--- src/rtl/quadra_poly_eval_pkg.sv ---
// Shared widths, shifts and fixed-point typedefs for the quadratic polynomial evaluator.
package quadra_poly_eval_pkg;
  localparam int DEF_A_W   = 28;
  localparam int DEF_B_W   = 20;
  localparam int DEF_C_W   = 14;
  localparam int DEF_X2_W  = 16;
  localparam int DEF_SQ_W  = 16;
  localparam int DEF_B_SH  = 16;
  localparam int DEF_C_SH  = 16;
  localparam int DEF_Y_SH  = 4;
  localparam int DEF_Y_W   = 24;
  localparam int DEF_SUM_W = DEF_A_W + 2;

  typedef logic signed [DEF_A_W-1:0]   a_t;
  typedef logic signed [DEF_B_W-1:0]   b_t;
  typedef logic signed [DEF_C_W-1:0]   c_t;
  typedef logic        [DEF_X2_W-1:0]  x2_fxd_t;
  typedef logic        [DEF_SQ_W-1:0]  sq_fxd_t;
  typedef logic signed [DEF_Y_W-1:0]   y_fxd_t;
  typedef logic signed [DEF_SUM_W-1:0] sum_t;
endpackage

--- src/rtl/quadra_pipe_reg.sv ---
// One valid/data pipeline slot; it loads whenever it is empty or the downstream slot takes its beat.
module quadra_pipe_reg #(
  parameter int W = 8
) (
  input  logic         clk,
  input  logic         rst,
  input  logic         i_valid,
  input  logic [W-1:0] i_data,
  input  logic         i_ready,
  output logic         o_load,
  output logic         o_valid,
  output logic [W-1:0] o_data
);
  logic         r_valid;
  logic [W-1:0] r_data;

  assign o_load  = !r_valid || i_ready;
  assign o_valid = r_valid;
  assign o_data  = r_data;

  // Slot register: flushed by rst, otherwise reloaded on o_load (bubbles collapse).
  always_ff @(posedge clk) begin
    if (rst) begin
      r_valid <= 1'b0;
      r_data  <= '0;
    end else if (o_load) begin
      r_valid <= i_valid;
      r_data  <= i_data;
    end
  end
endmodule

--- src/rtl/quadra_poly_eval.sv ---
// y = a + b*x2 + c*x2^2 through a 3-stage valid/ready pipeline.
// Define QUADRA_SAT_EN to clamp overflowing results instead of wrapping them.
module quadra_poly_eval
  import quadra_poly_eval_pkg::*;
#(
  parameter int A_W  = quadra_poly_eval_pkg::DEF_A_W,
  parameter int B_W  = quadra_poly_eval_pkg::DEF_B_W,
  parameter int C_W  = quadra_poly_eval_pkg::DEF_C_W,
  parameter int X2_W = quadra_poly_eval_pkg::DEF_X2_W,
  parameter int SQ_W = quadra_poly_eval_pkg::DEF_SQ_W,
  parameter int B_SH = quadra_poly_eval_pkg::DEF_B_SH,
  parameter int C_SH = quadra_poly_eval_pkg::DEF_C_SH,
  parameter int Y_SH = quadra_poly_eval_pkg::DEF_Y_SH,
  parameter int Y_W  = quadra_poly_eval_pkg::DEF_Y_W
) (
  input  logic                   clk,
  input  logic                   rst,
  input  logic                   in_valid,
  output logic                   in_ready,
  input  logic signed [A_W-1:0]  a,
  input  logic signed [B_W-1:0]  b,
  input  logic signed [C_W-1:0]  c,
  input  logic        [X2_W-1:0] x2,
  input  logic        [SQ_W-1:0] sq,
  output logic                   out_valid,
  input  logic                   out_ready,
  output logic        [Y_W-1:0]  y,
  output logic                   ovf
);
  localparam int PB_FULL_W = B_W + X2_W + 1;
  localparam int PC_FULL_W = C_W + SQ_W + 1;
  localparam int PB_W      = PB_FULL_W - B_SH;
  localparam int PC_W      = PC_FULL_W - C_SH;
  localparam int S1_W      = A_W + PB_W + PC_W;
  localparam int SUM_W     = A_W + 2;
  localparam int YS_W      = SUM_W - Y_SH;
  localparam int S3_W      = Y_W + 1;

  logic                 w_ld1, w_ld2, w_ld3;
  logic                 w_v1, w_v2;
  logic [S1_W-1:0]      w_s1_in, w_s1_q;
  logic [SUM_W-1:0]     w_s2_in, w_s2_q;
  logic [S3_W-1:0]      w_s3_in, w_s3_q;
  logic [PB_FULL_W-1:0] w_pb_full;
  logic [PC_FULL_W-1:0] w_pc_full;
  logic [A_W-1:0]       w_a;
  logic [PB_W-1:0]      w_pb;
  logic [PC_W-1:0]      w_pc;
  logic [YS_W-1:0]      w_ys;
  logic [YS_W-Y_W:0]    w_ys_top;
  logic                 w_ovf;
  logic [Y_W-1:0]       w_y;

  // Low product bits do not depend on signedness, so sign/zero-extend by hand and multiply at full width.
  assign w_pb_full = {{(X2_W+1){b[B_W-1]}}, b} * {{B_W{1'b0}}, 1'b0, x2};
  assign w_pc_full = {{(SQ_W+1){c[C_W-1]}}, c} * {{C_W{1'b0}}, 1'b0, sq};
  assign w_s1_in   = {a, w_pb_full[PB_FULL_W-1:B_SH], w_pc_full[PC_FULL_W-1:C_SH]};

  assign w_a  = w_s1_q[S1_W-1 -: A_W];
  assign w_pb = w_s1_q[PB_W+PC_W-1 -: PB_W];
  assign w_pc = w_s1_q[PC_W-1:0];
  assign w_s2_in = {{(SUM_W-A_W){w_a[A_W-1]}}, w_a}
                 + {{(SUM_W-PB_W){w_pb[PB_W-1]}}, w_pb}
                 + {{(SUM_W-PC_W){w_pc[PC_W-1]}}, w_pc};

  // ys fits Y_W only when every bit from the Y_W sign position upward agrees.
  assign w_ys     = w_s2_q[SUM_W-1:Y_SH];
  assign w_ys_top = w_ys[YS_W-1:Y_W-1];
  assign w_ovf    = !((&w_ys_top) || !(|w_ys_top));

`ifdef QUADRA_SAT_EN
  // Clamp toward the sign of ys on overflow.
  always_comb begin
    w_y = w_ys[Y_W-1:0];
    if (w_ovf) begin
      w_y = w_ys[YS_W-1] ? {1'b1, {(Y_W-1){1'b0}}} : {1'b0, {(Y_W-1){1'b1}}};
    end else begin
      w_y = w_ys[Y_W-1:0];
    end
  end
`else
  assign w_y = w_ys[Y_W-1:0];
`endif

  assign w_s3_in  = {w_ovf, w_y};
  assign in_ready = w_ld1;
  assign y        = w_s3_q[Y_W-1:0];
  assign ovf      = w_s3_q[Y_W];

  quadra_pipe_reg #(.W(S1_W)) u_s1 (
    .clk(clk), .rst(rst), .i_valid(in_valid), .i_data(w_s1_in),
    .i_ready(w_ld2), .o_load(w_ld1), .o_valid(w_v1), .o_data(w_s1_q)
  );

  quadra_pipe_reg #(.W(SUM_W)) u_s2 (
    .clk(clk), .rst(rst), .i_valid(w_v1), .i_data(w_s2_in),
    .i_ready(w_ld3), .o_load(w_ld2), .o_valid(w_v2), .o_data(w_s2_q)
  );

  quadra_pipe_reg #(.W(S3_W)) u_s3 (
    .clk(clk), .rst(rst), .i_valid(w_v2), .i_data(w_s3_in),
    .i_ready(out_ready), .o_load(w_ld3), .o_valid(out_valid), .o_data(w_s3_q)
  );
endmodule

--- config.mk ---
export PLATFORM = sky130hd
export DESIGN_NAME = quadra_poly_eval
export DESIGN_NICKNAME = d
export VERILOG_FILES = /design/src/rtl/quadra_poly_eval_pkg.sv /design/src/rtl/quadra_pipe_reg.sv /design/src/rtl/quadra_poly_eval.sv
export SDC_FILE = /design/constraint.sdc
export NUM_CORES = 2
export LEC_CHECK = 0
export ABC_CLOCK_PERIOD_IN_PS = 7900
export CAP_MARGIN = 25
export CORE_ASPECT_RATIO = 1.5
export CORE_UTILIZATION = 50
export CTS_CLUSTER_DIAMETER = 80
export DETAILED_ROUTE_END_ITERATION = 8
export PLACE_DENSITY = 0.77
export SYNTH_ARGS = -nofsm -noshare
export SYNTH_HDL_FRONTEND = slang
export SYNTH_SLANG_ARGS = --single-unit
--- constraint.sdc ---
create_clock -name clk -period 7.9 [get_ports clk]
set_input_delay 0.79 -clock clk [delete_from_list [all_inputs] [get_ports clk]]
set_output_delay 0.79 -clock clk [all_outputs]
set_load 0.01 [all_outputs]
==> flow_metrics.py <==
metrics = {
    "status": {
        "status": "finished clean",
    },
    "clocking": {
        "clk_latency_ps": 420,
        "root_buffer": "clkbuf_16",
        "cts_buffer_depth": 2,
        "hold_buffers": 0,
        "cts_buffers": 17,
        "clkTransAtPathRegs_ps": 60,
        "clock_sinks": 118,
        "post_cts_buffers": 0,
        "h-tree-depth": 4,
        "post_cts_resized": 0,
        "cts_tree": "done",
    },
    "global_routing": {
        "grt_pass1_vias": 20940,
        "antenna_found_initial": 0,
        "grt_pass1_wl_um": 97800,
        "track_usage_pct": 24.4,
        "grt_max_degree": 70,
        "grt-ovfl-total": 0,
    },
    "setup_path": {
        "crit_chain": "clkdlybuf4s50_1, nand2_1, fa_1, fa_1, inv_1, fa_1, fa_1, fa_1, inv_1, fa_1, inv_1, ha_1, nand4_1, or3_1, a211o_1, a21oi_1, o211ai_1, and3_1, o21ai_1, a21oi_1",
        "critPathBufInv": 4,
        "rr_endpoint": "u_s2.o_data[28]",
        "crit_top_cell": "fa_1",
        "worstSetupPathType": "in -> reg",
        "cp_max_fo": 10,
        "ff2ff_path_depth": 11,
        "path_delay_family": "adder cells",
        "startpoint_type": "input port",
        "r2r_setup_slack_ps": 4360,
        "cpPeakStageDelay_ps": 760,
        "endpoint_kind": "flip-flop",
        "r2r_start": "u_s1.o_data[35]",
        "cp_slowest_cell": "fa_1",
        "critPathRequiredTime_ps": 8170,
        "critPathArrivalTime_ps": 7520,
    },
    "floorplan": {
        "placementRows": 99,
        "die_h_um": 273,
        "dieWidth_um": 183,
        "die_area_sq_um": 50000,
        "initial_utilization_pct": 50.6,
        "ios": 125,
        "coreArea_sq_um": 48600,
    },
    "synthesis": {
        "yosys_register_bits": 118,
        "ys_top_cells_by_area": "fa_1, ha_1, dfxtp_1, inv_1, nand2_1",
        "postSynthAreaPerCell_sq_um": 8.75,
        "synth_area_sq_um": 24500,
        "yosysTopAreaCellShare_pct": 41.7,
        "yosysTopAreaCell": "fa_1",
        "synth.net_count": 3643,
        "synthDistinctLibCells": 56,
        "ys_warn_count": 0,
        "synthArstFlopShare_pct": 0,
        "synth-edff-count": 0,
        "synthFlopType": "dfxtp_1",
        "syn_inst": 2806,
        "ys_seq_area_share_pct": 9.62,
    },
    "sta": {
        "finalClockSkew_ps": 16.4,
        "period_share_pct": 91.8,
        "max_freq_mhz": 138,
        "fin_tns_setup_ps": 0,
        "finalMaxSlewViolations": 0,
        "hold_viol": 0,
        "slew_headroom_pct": 34.2,
        "fin_crit_ps": 7250,
        "setup_viol": 0,
        "rsz0062_at_grt": "false",
        "worst_slew_pin_slew_ps": 988,
        "whs_ps": 450,
    },
    "layout": {
        "final_cell_mix": "inv_1, fa_1, nand2_1",
        "drive_gt1_share_pct": 3.01,
        "design_area_sq_um": 27100,
        "final_common_cell": "inv_1",
        "area_growth_pct": 10.5,
        "nNetsFinal": 3710,
        "antenna_cells": 0,
    },
    "detailed_routing": {
        "viasPerCell": 5.26,
        "wl_per_cell_um": 16.6,
        "drcViolationCount": 0,
        "drtPass1Iterations": 7,
        "drtIter0Drc": 904,
        "wl_um": 58600,
        "final_antenna_net_count": 0,
        "vias": 18639,
    },
    "job": {
        "drv_cap": 0,
    },
    "placed_design": {
        "place_area_sq_um": 26500,
        "globalplace.congestion": 0.891,
        "dp_hpwl_um": 49100,
        "io_buffers": 124,
    },
    "min_path": {
        "min_to": "u_s3.o_data[11]",
        "worstHoldStart": "u_s3.o_data[11]",
        "hold_depth": 2,
        "holdCritPathClass": "reg -> reg",
    },
}
==> worst max-delay path by stage <==
stage | startpoint | to | depth (start not counted)
after detailed placement | x2[6] | u_s1.o_data[34] | 21
after global placement | x2[2] | u_s1.o_data[34] | 20
after global routing | x2[2] | u_s1.o_data[35] | 20
final | x2[2] | u_s1.o_data[34] | 20
after CTS | x2[6] | u_s1.o_data[34] | 21
after floorplan | x2[2] | u_s1.o_data[34] | 20
==> area by class of cell <==
cell class / instances / area [sq um]
fill: 4358 / 21400
inverter: 611 / 2290
clock buffer: 19 / 443
multi-input combinational: 1956 / 19400
sequential: 118 / 2360
timing repair buffer: 169 / 1600
tap: 656 / 821
clock inverter: 13 / 170
==> sequential cells by signal, indices dropped and copies added (netlist names) <==
name / count
u_s3.o_data: 25
u_s2.o_data: 26
u_s3.o_valid: 1
u_s1.o_data: 64
u_s1.o_valid: 1
u_s2.o_valid: 1
==> layer usage <==
layer  GRT usage, %  part of all wire, %  up-vias  routed length (um)
met5              0                    0        -                   0
met4           11.2                  4.1        0                2380
met3           2.57                  4.6      166                2690
met2           47.3                   54      600               31900
met1           26.3                   37     9337               21600
li1               -                    -     8536                   -
==> cells by family after synthesis <==
kind of cell | count (synthesis) | share of synthesized area [%]
adder cells (fa/ha/maj) | 739 | 53.3
XOR/XNOR | 59 | 2.11
buffers and inverters | 732 | 11.2
AO/OA/AOI/OAI | 278 | 6.71
AND/OR/NAND/NOR | 880 | 17.1
flip-flops | 118 | 9.62
==> synth_stat cells, drive strengths merged, types with 12 or more instances <==
cell type / count
inv: 611
dfxtp: 118
a21oi: 146
a21o: 28
nor2b: 20
o21ai: 43
nor2: 33
clkbuf: 114
nand2b: 17
ha: 228
xor2: 28
fa: 511
and3: 12
nand2: 490
xnor2: 31
nand3: 19
and2: 237
==> metrics by stage <==
| step | setup slack, ps | utilization [%] | instances |
|---|---|---|---|
| after floorplan | 1330 | - | 2806 |
| after global placement | 340 | 54.5 | 3508 |
| after detailed placement | 237 | 54.6 | 3509 |
| after CTS | 700 | 55.9 | 3541 |
| after global routing | 351 | 55.9 | 3542 |
| final | 650 | 55.9 | 3542 |
==> worst register-to-register path, cell delays in order (launching register included) <==
cell      delay [ps]
dfxtp_1          700
fa_1             530
ha_1             360
a21o_1           200
a21o_1           170
a21oi_1          130
o21ai_1          100
and3_1           200
a2111o_1         430
nand3_1          110
or3b_1           340
a21oi_1          180
Power is not shown: default switching activity piles up to over one toggle a cycle in this logic, so the estimate is an artifact.
